--- src/rtl/count_enable_gen.sv ---
// count_enable_gen: push-button front end for the 8-bit Counter.
// Synchronises the raw Button, debounces it into Pressed and emits one
// registered one-cycle Enable pulse per accepted press.
// Optional feature macro: AUTO_REPEAT_EN (held button auto-repeats Enable).
module count_enable_gen #(
    parameter int unsigned SYNC_STAGES     = 2,
    parameter int unsigned DEBOUNCE_CYCLES = 16,
    parameter int unsigned REPEAT_DELAY    = 64,
    parameter int unsigned REPEAT_PERIOD   = 16
) (
    input  logic Clock,
    input  logic Reset,
    input  logic Button,
    output logic Enable,
    output logic Pressed
);

    localparam int unsigned CNT_W = $clog2(DEBOUNCE_CYCLES);
    localparam logic [CNT_W-1:0] CNT_MAX = CNT_W'(DEBOUNCE_CYCLES - 1);

    if (SYNC_STAGES < 2 || DEBOUNCE_CYCLES < 2 || REPEAT_PERIOD < 2 || REPEAT_DELAY < 1) begin : g_param_check
        $error("count_enable_gen: illegal parameter value");
    end

`ifdef AUTO_REPEAT_EN
    localparam int unsigned RPT_MAX = (REPEAT_DELAY > REPEAT_PERIOD) ? REPEAT_DELAY : REPEAT_PERIOD;
    localparam int unsigned TMR_W   = $clog2(RPT_MAX);
    localparam logic [TMR_W-1:0] DELAY_LAST  = TMR_W'(REPEAT_DELAY - 1);
    localparam logic [TMR_W-1:0] PERIOD_LAST = TMR_W'(REPEAT_PERIOD - 1);

    typedef enum logic [1:0] {
        IDLE   = 2'd0,
        HELD   = 2'd1,
        REPEAT = 2'd2
    } state_t;

    logic [TMR_W-1:0] tmr;
    logic [TMR_W-1:0] tmr_nxt;
`else
    typedef enum logic [1:0] {
        IDLE = 2'd0,
        HELD = 2'd1
    } state_t;
`endif

    logic [SYNC_STAGES-1:0] sync_ff;
    logic                   sync_q;
    logic [CNT_W-1:0]       cnt;
    logic                   rise_evt;
    logic                   fall_evt;
    state_t                 state;
    state_t                 state_nxt;
    logic                   enable_nxt;

    assign sync_q = sync_ff[SYNC_STAGES-1];

    // Accept/clear events are decoded from the debounce state so the FSM
    // reacts on the very edge where Pressed changes.
    assign rise_evt = (sync_q != Pressed) && (cnt == CNT_MAX) && sync_q;
    assign fall_evt = (sync_q != Pressed) && (cnt == CNT_MAX) && !sync_q;

    // Button synchroniser chain.
    always_ff @(posedge Clock or posedge Reset) begin
        if (Reset) begin
            sync_ff <= '0;
        end else begin
            sync_ff <= {sync_ff[SYNC_STAGES-2:0], Button};
        end
    end

    // Debounce: Pressed follows sync_q after DEBOUNCE_CYCLES stable mismatching edges.
    always_ff @(posedge Clock or posedge Reset) begin
        if (Reset) begin
            cnt     <= '0;
            Pressed <= 1'b0;
        end else if (sync_q == Pressed) begin
            cnt <= '0;
        end else if (cnt == CNT_MAX) begin
            Pressed <= sync_q;
            cnt     <= '0;
        end else begin
            cnt <= cnt + 1'b1;
        end
    end

    // FSM state, repeat timer and registered Enable.
    always_ff @(posedge Clock or posedge Reset) begin
        if (Reset) begin
            state  <= IDLE;
            Enable <= 1'b0;
`ifdef AUTO_REPEAT_EN
            tmr    <= '0;
`endif
        end else begin
            state  <= state_nxt;
            Enable <= enable_nxt;
`ifdef AUTO_REPEAT_EN
            tmr    <= tmr_nxt;
`endif
        end
    end

    // Next-state and pulse decode; release always wins over a due repeat pulse.
    always_comb begin
        state_nxt  = state;
        enable_nxt = 1'b0;
`ifdef AUTO_REPEAT_EN
        tmr_nxt    = tmr;
`endif
        case (state)
            IDLE: begin
                if (rise_evt) begin
                    state_nxt  = HELD;
                    enable_nxt = 1'b1;
`ifdef AUTO_REPEAT_EN
                    tmr_nxt    = '0;
`endif
                end
            end
            HELD: begin
                if (fall_evt) begin
                    state_nxt = IDLE;
`ifdef AUTO_REPEAT_EN
                    tmr_nxt   = '0;
                end else if (tmr == DELAY_LAST) begin
                    state_nxt  = REPEAT;
                    enable_nxt = 1'b1;
                    tmr_nxt    = '0;
                end else begin
                    tmr_nxt = tmr + 1'b1;
`endif
                end
            end
`ifdef AUTO_REPEAT_EN
            REPEAT: begin
                if (fall_evt) begin
                    state_nxt = IDLE;
                    tmr_nxt   = '0;
                end else if (tmr == PERIOD_LAST) begin
                    enable_nxt = 1'b1;
                    tmr_nxt    = '0;
                end else begin
                    tmr_nxt = tmr + 1'b1;
                end
            end
`endif
            default: begin
                state_nxt = IDLE;
            end
        endcase
    end

endmodule
--- config.mk ---
export PLATFORM = sky130hd
export DESIGN_NAME = count_enable_gen
export DESIGN_NICKNAME = d
export VERILOG_FILES = /design/src/rtl/count_enable_gen.sv
export SDC_FILE = /design/constraint.sdc
export NUM_CORES = 1
export LEC_CHECK = 0
export CAP_MARGIN = 20
export CORE_MARGIN = 10
export CORE_UTILIZATION = 26
export CTS_CLUSTER_SIZE = 16
export DETAILED_ROUTE_END_ITERATION = 7
export DONT_BUFFER_PORTS = 1
export MAX_ROUTING_LAYER = met4
export PLACE_DENSITY = 0.5
export SYNTH_ARGS = -nofsm -noshare
export SYNTH_HDL_FRONTEND = slang
export SYNTH_SLANG_ARGS = --single-unit
--- constraint.sdc ---
create_clock -name Clock -period 2.3 [get_ports Clock]
set_input_delay 0.46 -clock Clock [delete_from_list [all_inputs] [get_ports Clock]]
set_output_delay 0.46 -clock Clock [all_outputs]
set_load 0.02 [all_outputs]
======== Word level (Yosys, flattened, before mapping) ========
Cells that the tools add are included.
operators by class
  bitwise gates (word level) .............. 1
  reduce and logical (&&, ||, !) cells .... 7
  multiplexer cells ....................... 7
  add/sub/neg operators ................... 1
  equal/unequal tests ..................... 6
operators with widths
  operator               number
  $mux W4                2
  $add A4 B1 Y4 const B  1
  $eq A4 B4 Y1 const B   1
  $mux W2                2
  $ne A2 B2 Y1 const B   2
  $pmux W2 S2            1
  $reduce_and A2 Y1      2
  $logic_and A1 B1 Y1    3
  $eq A2 B1 Y1 const B   1
  $logic_not A2 Y1       1
  $mux W1                2
  $eq A1 B1 Y1           1
  $logic_not A1 Y1       1
  $ne A1 B1 Y1           1
  $not A1 Y1             1
word-level totals
  bits in registers ....................... 10
  output and inout bits ................... 2
  logic and storage cells ................. 27

======== Logic depth before layout (Yosys ltp) ========
Gate-level depths: netlist of run 1.
  word-level depth ........................ 5
  depth in mapped cells ................... 4
  gate-level depth less buffers ........... 4

======== Least setup slack after synthesis of run 1 ========
No wires, ideal clock.
  path kind ............................... flip-flop to flip-flop
  start ................................... register cnt[0]
  end ..................................... register Pressed
  stages on the path, launching flop included .. 4
  clock period less this slack ............ 1.164 ns
  slack ................................... 1.136 ns
  library setup time ...................... 0.128 ns
  data arrival time ....................... 1.036 ns
  required time ........................... 2.172 ns
  cell sequence ........................... dfrtp_1 -> ha_1 -> nand3_2 -> mux2_1
on the way
  word-level cells in the longest chain between the ends .. 2
RTL lines
  item                                RTL line  RTL
  start: declaration                  48        logic [CNT_W-1:0] cnt;
  start signal: assignment            82        cnt <= cnt + 1'b1;
  $eq A4 B4 Y1                        78        end else if (cnt == CNT_MAX) begin
  $reduce_and A2 Y1 (no source line)  -
  end signal: assignment              79        Pressed <= sync_q;
  end: declaration                    15        output logic Pressed
Every way passes these cells.
A chain may end at the register's enable or synchronous reset.

======== Worst setup path in the final report of run 1 ========
  start ................................... register cnt[0]
  end ..................................... register state[0]
on the way
  word-level cells in the longest chain between the ends .. 5
  elaborated cells on any way between the ends .. 7
RTL lines
  item                                    RTL line  RTL
  $eq A4 B4 Y1 (*)                        59, 60
  $logic_and A1 B1 Y1 (*)                 59, 60
  $logic_and A1 B1 Y1 (on tied branches)  60, 59
  $ne A2 B2 Y1 (no source line)           -
  $reduce_and A2 Y1 (no source line) (*)  -
  end signal: assignment                  95        state <= state_nxt;
  end: declaration                        51        state_t state;
Mark *: on every way between the ends. The rest lies on a longest branch, timed or not.

==> flow_metrics.tcl, run 1 <==
set metrics [dict create \
    result_of_the_run "complete, no violations" \
    fin_total_pwr_mw 0.302 \
    critical_path.startpoint_type "register" \
    gp_congestion 0.819 \
    critical-path-max-stage-delay_ns 0.41 \
    cts_buffer_depth 2 \
    arrival_time_of_data_at_the_critical_path_endpoint_ns 1.45 \
    cts-root-buf "sky130_fd_sc_hd__clkbuf_4" \
    dp_slack_ns 1.06 \
    placedInstanceArea_um2 372 \
    post_route_cells_drive_above_1_share_pct 13.3 \
    synth_enable_flop_cells 0 \
    grt_pass1_vias 232 \
    final_nets 35 \
    post_synth_fa_ha_maj_area_fraction_pct 3.55 \
    synth_compound_gate_area_share_pct 11.0 \
    cts.hold.buffers_added 0 \
    power-per-cell-area_nw_per_um2 760 \
    viasPerCell 4.71 \
    number_of_warnings_issued_by_yosys 0 \
    synth.avg_cell_area_um2 13.6 \
    layout_skew_ns 0.00665 \
    placement.io_buffers 0 \
    postSynth.topFlopCell "sky130_fd_sc_hd__dfrtp_1" \
    ys_seq_area_share_pct 63.8 \
    met3_length_um 42 \
    placementRows 13 \
    max_cap_violations 0 \
    global_route.overflow_total 0 \
    floorplan.die.height_um 56.8 \
    timing.critical_path.required_ns 2.49 \
    number_of_antenna_violations_at_the_first_check_in_global_routing 0 \
    hold_viol 0 \
    dr_total_vias 212 \
    global_route_wire_length_before_repair_um 1010 \
    cp_cell_sequence "ha_1 > and3_1 > a21boi_1 > o22a_1" \
    boundaryPins 5 \
    final_setup_violation_count 0 \
    synth_common_cells "sky130_fd_sc_hd__dfrtp_1, sky130_fd_sc_hd__nor2_1, sky130_fd_sc_hd__xnor2_1" \
    ant_nets 0 \
    crit_fanout 4 \
    grt_start_max_net_pins 10 \
    post-route-cell-area_um2 398 \
    post-dp-hpwl_um 423 \
    dominant_combinational_cell_family_by_area_after_synthesis "simple AND/OR/NAND/NOR gates" \
    synth_top_area_share_pct 63.8 \
    width_of_the_chip_um 56.8 \
    finish.utilization_pct 31.0 \
    post_synth_main_area_contributors "sky130_fd_sc_hd__dfrtp_1, sky130_fd_sc_hd__xnor2_1, sky130_fd_sc_hd__ha_1" \
    max_freq_mhz 794 \
    cts_htree_levels 1 \
    area_growth_pct 12.8 \
    synthesis.area_um2 353 \
    worstSetupPathType "register to register" \
    cts_post_setup_buffers_inserted 0 \
    clk_pin_slew_ns 0.06 \
    post-route-drc-count 0 \
    cts_resized 0 \
    final.setup.tns_ns 0 \
    floorplan.core_area_um2 1280 \
    simple_gate_area_share_of_the_yosys_netlist_pct 12.4 \
    clk-insertion-delay-late_ns 0.25 \
    synthArstFlopShare_pct 100 \
    report.final.slew_viol_count 0 \
    maxUsedRoutingLayer "met3" \
    antenna_cells_inserted 0 \
    synthesis.instances 26 \
    finalWorstPathRequiredPeriod_ns 1.26 \
    slowest_stage "sky130_fd_sc_hd__dfrtp_1" \
    starting_utilization_of_the_core_area_pct 27.5 \
    hold_path.class "primary input to async pin" \
    synth.distinct_cells 16 \
    max_slew.worst_pin.slew_ns 0.343 \
    drt_wl_total_um 535 \
    route.detailed.wl_per_inst_um 11.9 \
    post-route-period-util_pct 54.8 \
    yosys.cell_count.top_type "sky130_fd_sc_hd__dfrtp_1" \
    ys_ff_latch 9 \
    fill_cell_count 124 \
    leakagePower_nw 0.197 \
    met1_length_um 251 \
    slew_headroom_pct 77.0 \
    cts_tree "yes" \
    total_die_area_um2 3230 \
    met2WireLength_um 241 \
    drtIter0Drc 3 \
    rsz0062_at_grt "no" \
    crit_path_end_kind "register" \
    drt_pass1_iterations 4 \
    post-route-worst-setup-slack_ns 1.04 \
    global_route.usage.total_pct 4.07 \
    yosys.area.top_type "sky130_fd_sc_hd__dfrtp_1" \
    cts_made_buffers 3 \
    numClockSinks 9 \
    vdd_drop_max_mv 0.328 \
    synth_mux_area_share_pct 3.19 \
    synthXorXnorAreaFrac_pct 4.96 \
    mappedNetlistNets 30 \
]
-- metrics by stage --
step	hold WS (ns)	std cells
after global routing	0.0621	45
after global placement	0.319	41
final	0.0373	45
after CTS	0.0419	45
after floorplan	0.288	26
after detailed placement	0.323	41
-- final timing paths --
kind	start	endpoint	slack, ns	depth (start not counted)
max in group asynchronous	Reset	cnt[3]	2.02	1
min in group Clock	Button	sync_ff[0]	0.23	0
max reg2reg	cnt[0]	state[0]	1.04	4
min reg2reg	sync_ff[0]	sync_ff[1]	0.35	0
min	Reset	sync_ff[0]	0.04	1
max	cnt[0]	state[0]	1.04	4
-- cell type report --
type                            instances  area, µm²  area share, %
Clock buffer                            4       26.3           6.60
Inverter                                1       3.75          0.943
Tap cell                               15       18.8           4.72
Sequential cell                         9        225           56.6
Multi-Input combinational cell         16        124           31.1
-- worst max-delay path, delay by kind of cell (launching register included) --
family	cells	cell delay, ns
simple gates	1	0.22
fa+ha+maj	1	0.28
flops	1	0.41
compound gates	2	0.28
-- placed cells by master (no fill, tap or decap) --
master and count:
sky130_fd_sc_hd__o22a_1 1, sky130_fd_sc_hd__clkbuf_4 3, sky130_fd_sc_hd__nor4b_1 1, sky130_fd_sc_hd__a31oi_1 1
sky130_fd_sc_hd__a21boi_1 1, sky130_fd_sc_hd__nand3_2 1, sky130_fd_sc_hd__a311oi_1 1, sky130_fd_sc_hd__and3_1 1
sky130_fd_sc_hd__ha_1 1, sky130_fd_sc_hd__nor2b_1 1, sky130_fd_sc_hd__nor2_1 2, sky130_fd_sc_hd__clkbuf_1 1
sky130_fd_sc_hd__dfrtp_1 9, sky130_fd_sc_hd__a21o_1 1, sky130_fd_sc_hd__inv_1 1, sky130_fd_sc_hd__mux2_1 1
sky130_fd_sc_hd__xnor2_1 2, sky130_fd_sc_hd__nor3_1 1
-- sequential cells by signal (all words and copies together), names as in the netlist --
signal and count:
Enable 1, Pressed 1, cnt 4, state 1, sync_ff 2
-- logic make-up (layout without fill, tap and decap cells) --
group / count (synthesis) / in the layout
adder cells (fa/ha/maj): 1 / 1
flip-flops: 9 / 9
XOR/XNOR: 2 / 2
buffers and inverters: 1 / 5
AND/OR/NAND/NOR: 7 / 7
multiplexers: 1 / 1
AO/OA/AOI/OAI: 5 / 5
-- layer usage --
| layer | global-route usage (%) | up-vias |
|---|---|---|
| met3 | 3.15 | 0 |
| met5 | - | - |
| met1 | 3.86 | 102 |
| met4 | 2.01 | 0 |
| li1 | - | 102 |
| met2 | 5.96 | 8 |
-- where the power goes --
group | switching, mW | internal (mW) | total, mW
registers | 0.00611 | 0.164 | 0.171
clock network | 0.0513 | 0.0666 | 0.118
logic | 0.00743 | 0.00637 | 0.0138
total | 0.0649 | 0.237 | 0.302
Note: power is estimated with default switching activity, not from simulation.
==> run 2, diff against run 1 <==
==> constraint.sdc (replaced) <==
create_clock -name Clock -period 1.2 [get_ports Clock]
set_input_delay 0.24 -clock Clock [delete_from_list [all_inputs] [get_ports Clock]]
set_output_delay 0.24 -clock Clock [all_outputs]
set_load 0.02 [all_outputs]
==> flow_metrics.tcl, run 2 (synthesized netlist as in run 1, its figures left out) <==
set metrics [dict create \
    cts_post_setup_buffers_inserted 0 \
    cts_tree "yes" \
    report.final.slew_viol_count 0 \
    total_die_area_um2 3230 \
    max_freq_mhz 859 \
    drt_wl_total_um 672 \
    starting_utilization_of_the_core_area_pct 27.5 \
    crit_fanout 4 \
    crit_path_end_kind "register" \
    route.detailed.wl_per_inst_um 13.7 \
    result_of_the_run "complete, no violations" \
    final_nets 39 \
    clk_pin_slew_ns 0.06 \
    drtIter0Drc 3 \
    grt_start_max_net_pins 10 \
    critical-path-max-stage-delay_ns 0.42 \
    boundaryPins 5 \
    timing.hold.worst.start "sync_ff[0]" \
    post_route_cells_drive_above_1_share_pct 23.5 \
    post-route-period-util_pct 97.0 \
    drt_pass1_iterations 3 \
    leakagePower_nw 0.216 \
    worstSetupPathType "register to register" \
    post-route-worst-setup-slack_ns 0.0365 \
    max_flop_register "cnt" \
    cts-root-buf "sky130_fd_sc_hd__clkbuf_4" \
    rsz0062_at_grt "no" \
    dr_total_vias 225 \
    global_route.usage.total_pct 4.52 \
    final.setup.tns_ns 0 \
    layer_carrying_the_most_global_route_usage "met2" \
    slowest_stage "sky130_fd_sc_hd__dfrtp_1" \
    placementRows 13 \
    grt_pass1_vias 231 \
    viasPerCell 4.59 \
    mostFrequentLayoutCells "sky130_fd_sc_hd__dfrtp_1, sky130_fd_sc_hd__clkbuf_4" \
    numClockSinks 9 \
    number_of_antenna_violations_at_the_first_check_in_global_routing 0 \
    grtUsageMet3_pct 3.15 \
    post-route-drc-count 0 \
    post-dp-hpwl_um 469 \
    max_slew.worst_pin.slew_ns 0.390 \
    hold_viol 0 \
    global_route_wire_length_before_repair_um 1010 \
    floorplan.core_area_um2 1280 \
    power-per-cell-area_nw_per_um2 1340 \
    ant_nets 0 \
    gp_congestion 0.801 \
    final_setup_violation_count 0 \
    cp_cell_sequence "ha_4 > and3_1 > a21boi_1 > o22a_1" \
    cts_made_buffers 3 \
    timing.critical_path.required_ns 1.40 \
    floorplan.die.height_um 56.8 \
    arrival_time_of_data_at_the_critical_path_endpoint_ns 1.36 \
    dp_slack_ns 0.00432 \
    gr-usage-met2_pct 5.96 \
    max_cap_violations 0 \
    clk-insertion-delay-late_ns 0.26 \
    placement.io_buffers 0 \
    crit_start "cnt[1]" \
    largest_register_ffs 4 \
    antenna_cells_inserted 0 \
    finalWorstPathRequiredPeriod_ns 1.16 \
    biggest_registers_after_layout "cnt (4), sync_ff (2)" \
    critical_path.startpoint_type "register" \
    reg2reg_from "cnt[1]" \
    mostFrequentLayoutCell "sky130_fd_sc_hd__dfrtp_1" \
    layout_skew_ns 0.00666 \
    cts_buffer_depth 2 \
    area_growth_pct 28.0 \
    vdd_drop_max_mv 0.525 \
    hold_path.class "register to register" \
    use_met1_pct 3.96 \
    cts_htree_levels 1 \
    width_of_the_chip_um 56.8 \
    global_route.overflow_total 0 \
    slew_headroom_pct 73.8 \
]
-- run 2: cell types whose count changed in the layout (fill, tap and decap cells not counted) --
cell	change
sky130_fd_sc_hd__ha_1	-1
sky130_fd_sc_hd__buf_4	+2
sky130_fd_sc_hd__a311oi_1	-1
sky130_fd_sc_hd__dlygate4sd3_1	+2
sky130_fd_sc_hd__a311oi_2	+1
sky130_fd_sc_hd__ha_4	+1
-- run 2: repair_timing --
| action | CTS | global route |
|---|---|---|
| hold buffers | 1 | 1 |
| hold endpoints to repair | 9 | 1 |
| gates cloned | 0 | 0 |
| gates resized for setup | 1 | 2 |
| endpoints found under the setup margin | 2 | 4 |
-- run 2: worst max-delay path: cells and delay by family, from the launching register on --
family                   cells  cell delay (ns)
flip-flops                   1             0.42
adder cells (fa/ha/maj)      1             0.20
AO/OA/AOI/OAI                2             0.29
AND/OR/NAND/NOR              1             0.19
-- run 2: final timing paths --
kind,endpoint,slack (ns),cells after the start
worst min-delay path,sync_ff[1],0.35,0
max in group asynchronous,sync_ff[1],0.58,2
worst max register to register,state[0],0.04,4
min in group asynchronous,cnt[0],0.37,2
worst min register to register,sync_ff[1],0.35,0
worst max-delay path,state[0],0.04,4
-- run 2: per-layer routing --
layer  part of all wire [%]  wire (µm)
met5                      0          0
met4                    3.6         24
met3                    5.2         35
met2                     51        342
met1                     40        270
-- run 2: area by class of cell --
| class | count | area [µm²] |
|---|---|---|
| flip-flops and latches | 9 | 225 |
| fillers | 121 | 833 |
| multi-input cells | 16 | 143 |
| repair buffers | 4 | 35.0 |
| clock buffers | 4 | 26.3 |
| inverters | 1 | 3.75 |
| well taps | 15 | 18.8 |
-- run 2: through the flow --
| stage | hold WS (ns) | area, µm² | util [%] | total power [mW] | instances |
|---|---|---|---|---|---|
| global placement | 0.103 | 387 | 30.1 | 0.362 | 43 |
| global route | 0.350 | 452 | 35.2 | 0.640 | 49 |
| detailed placement | 0.105 | 387 | 30.1 | 0.362 | 43 |
| finish | 0.347 | 452 | 35.2 | 0.603 | 49 |
| CTS | 0.0000733 | 425 | 33.1 | 0.600 | 48 |
| floorplan | 0.0679 | 353 | - | 0.352 | 26 |
-- run 2: report_power, final --
| group | internal, mW | switching [mW] | leakage, nW | total [mW] |
|---|---|---|---|---|
| logic | 0.0234 | 0.0192 | 0.0824 | 0.0426 |
| registers | 0.315 | 0.0135 | 0.119 | 0.329 |
| clock network | 0.128 | 0.104 | 0.0150 | 0.232 |
==> run 3, diff against run 2 <==
--- a/config.mk
+++ b/config.mk
@@ -6,13 +6,13 @@
 export NUM_CORES = 1
 export LEC_CHECK = 0
 export CAP_MARGIN = 20
-export CORE_MARGIN = 10
-export CORE_UTILIZATION = 26
+export CORE_AREA = 10 10 47 49
 export CTS_CLUSTER_SIZE = 16
 export DETAILED_ROUTE_END_ITERATION = 7
+export DIE_AREA = 0 0 57 59
 export DONT_BUFFER_PORTS = 1
 export MAX_ROUTING_LAYER = met4
-export PLACE_DENSITY = 0.5
+export PLACE_DENSITY = 0.51
 export SYNTH_ARGS = -nofsm -noshare
 export SYNTH_HDL_FRONTEND = slang
 export SYNTH_SLANG_ARGS = --single-unit
==> flow_metrics.tcl, run 3 (synthesized netlist as in run 1, its figures left out) <==
set metrics [dict create \
    result_of_the_run "complete, no violations" \
    crit_path_end_kind "register" \
    crit_fanout 4 \
    drtIter0Drc 4 \
    hold_path.class "register to register" \
    cts_tree "yes" \
    cts-root-buf "sky130_fd_sc_hd__clkbuf_4" \
    hold_viol 0 \
    final.hold.worst_slack_ns 0.356 \
    global_route_wire_length_before_repair_um 1040 \
    drt_pass1_iterations 4 \
    fin_total_pwr_mw 0.597 \
    setup.worst_path.end "state[0]" \
    fill_cell_count 150 \
    width_of_the_chip_um 57 \
    regToRegSetupSlack_ns 0.07 \
    mostFrequentLayoutCell "sky130_fd_sc_hd__dfrtp_1" \
    area_growth_pct 28.7 \
    biggest_registers_after_layout "cnt (4), sync_ff (2)" \
    final_nets 40 \
    viasPerCell 4.55 \
    final_setup_violation_count 0 \
    number_of_antenna_violations_at_the_first_check_in_global_routing 0 \
    vdd_drop_max_mv 0.638 \
    arrival_time_of_data_at_the_critical_path_endpoint_ns 1.33 \
    critical_path.reg2reg.endpoint "state[0]" \
    dr_total_vias 232 \
    mostFrequentLayoutCells "sky130_fd_sc_hd__dfrtp_1, sky130_fd_sc_hd__clkbuf_4, sky130_fd_sc_hd__buf_4" \
    post-route-worst-setup-slack_ns 0.0678 \
    placedInstanceArea_um2 388 \
    post_route_cells_drive_above_1_share_pct 22.9 \
    max_cap_violations 0 \
    drt_wl_total_um 561 \
    gp_congestion 0.790 \
    cts_buffer_depth 2 \
    layout_skew_ns 0.00468 \
    global_route.usage.total_pct 4.11 \
    post-route-cell-area_um2 454 \
    clk_pin_slew_ns 0.06 \
    route.detailed.wl_per_inst_um 11.0 \
    leakagePower_nw 0.220 \
    finalWorstPathRequiredPeriod_ns 1.13 \
    timing.critical_path.required_ns 1.40 \
    global_route.overflow_total 0 \
    max_flop_register "cnt" \
    power-per-cell-area_nw_per_um2 1320 \
    dp_slack_ns -0.00424 \
    antenna_cells_inserted 0 \
    numClockSinks 9 \
    crit_start "cnt[0]" \
    post-route-period-util_pct 94.4 \
    max_slew.worst_pin.slew_ns 0.337 \
    post-route-drc-count 0 \
    worst-r2r-cell-count 4 \
    final.setup.tns_ns 0 \
    report.final.slew_viol_count 0 \
    worstSetupPathType "register to register" \
    slew_headroom_pct 77.5 \
    cts_made_buffers 3 \
    reg2reg_from "cnt[0]" \
    grt_start_max_net_pins 10 \
    floorplan.die.height_um 59 \
    grt_pass1_vias 259 \
    rsz0062_at_grt "no" \
    max_freq_mhz 883 \
    largest_register_ffs 4 \
    placementRows 14 \
    total_die_area_um2 3360 \
    post-dp-hpwl_um 437 \
    floorplan.core_area_um2 1400 \
    starting_utilization_of_the_core_area_pct 25.2 \
    clk-insertion-delay-late_ns 0.25 \
    placement.io_buffers 0 \
    cts_htree_levels 1 \
    critical_path.startpoint_type "register" \
    ant_nets 0 \
    boundaryPins 5 \
]
==> run 3: cell count changes in the layout (fill, tap and decap cells not counted) <==
cell / previous run / this run
sky130_fd_sc_hd__a311oi_1: 0 / 1
sky130_fd_sc_hd__a311oi_2: 1 / 0
sky130_fd_sc_hd__buf_4: 2 / 3
==> run 3: final cells by class <==
cell class | instances | area [µm²] | share of cell area [%]
sequential | 9 | 225 | 49.6
multi-input combinational | 16 | 136 | 30.0
tap | 16 | 20.0 | 4.41
inverter | 1 | 3.75 | 0.826
timing repair buffer | 5 | 42.5 | 9.37
clock buffer | 4 | 26.3 | 5.79
==> run 3: report_power, final <==
part / total (mW) / switching (mW) / leakage [nW] / internal, mW
Sequential: 0.327 / 0.0115 / 0.119 / 0.315
Clock: 0.224 / 0.0967 / 0.0150 / 0.128
Combinational: 0.0463 / 0.0193 / 0.0867 / 0.0270
Total: 0.597 / 0.128 / 0.220 / 0.470
==> run 3: worst min-delay path by stage <==
| stage | slack, ns | to | cells after the start | from |
|---|---|---|---|---|
| 6_report | 0.36 | sync_ff[1] | 0 | sync_ff[0] |
| 3_5_place_dp | 0.11 | cnt[0] | 1 | Reset |
| 5_1_grt | 0.39 | sync_ff[1] | 0 | sync_ff[0] |
| 2_1_floorplan | 0.07 | Enable | 1 | Reset |
| 3_3_place_gp | 0.1 | cnt[2] | 1 | Reset |
| 4_1_cts | 0.002 | sync_ff[0] | 0 | Button |
==> run 3: worst max-delay path: stages, from the launching register on <==
cell	delay, ns
sky130_fd_sc_hd__dfrtp_1	0.41
sky130_fd_sc_hd__ha_4	0.19
sky130_fd_sc_hd__and3_1	0.19
sky130_fd_sc_hd__a21boi_1	0.14
sky130_fd_sc_hd__o22a_1	0.15
==> run 3: stage by stage <==
stage / util [%] / std cells
finish: 32.4 / 51
global route: 32.4 / 51
CTS: 30.4 / 49
detailed placement: 27.7 / 44
global placement: 27.7 / 44
floorplan: - / 26
==> run 3: routing by layer <==
metal,GRT usage [%],wire (µm),vias to the layer above
li1,-,-,111
met1,3.61,223,116
met2,6.36,314,3
met3,1.29,18,2
met4,5.03,4,0
met5,-,0,-
==> run 3: timing repair <==
item,4_1_cts,5_1_grt
hold endpoints to repair,9,1
gates cloned,0,0
hold buffers,1,1
gates resized for setup,1,1
endpoints found under the setup margin,1,2
pin swaps,0,0
setup buffers,0,1
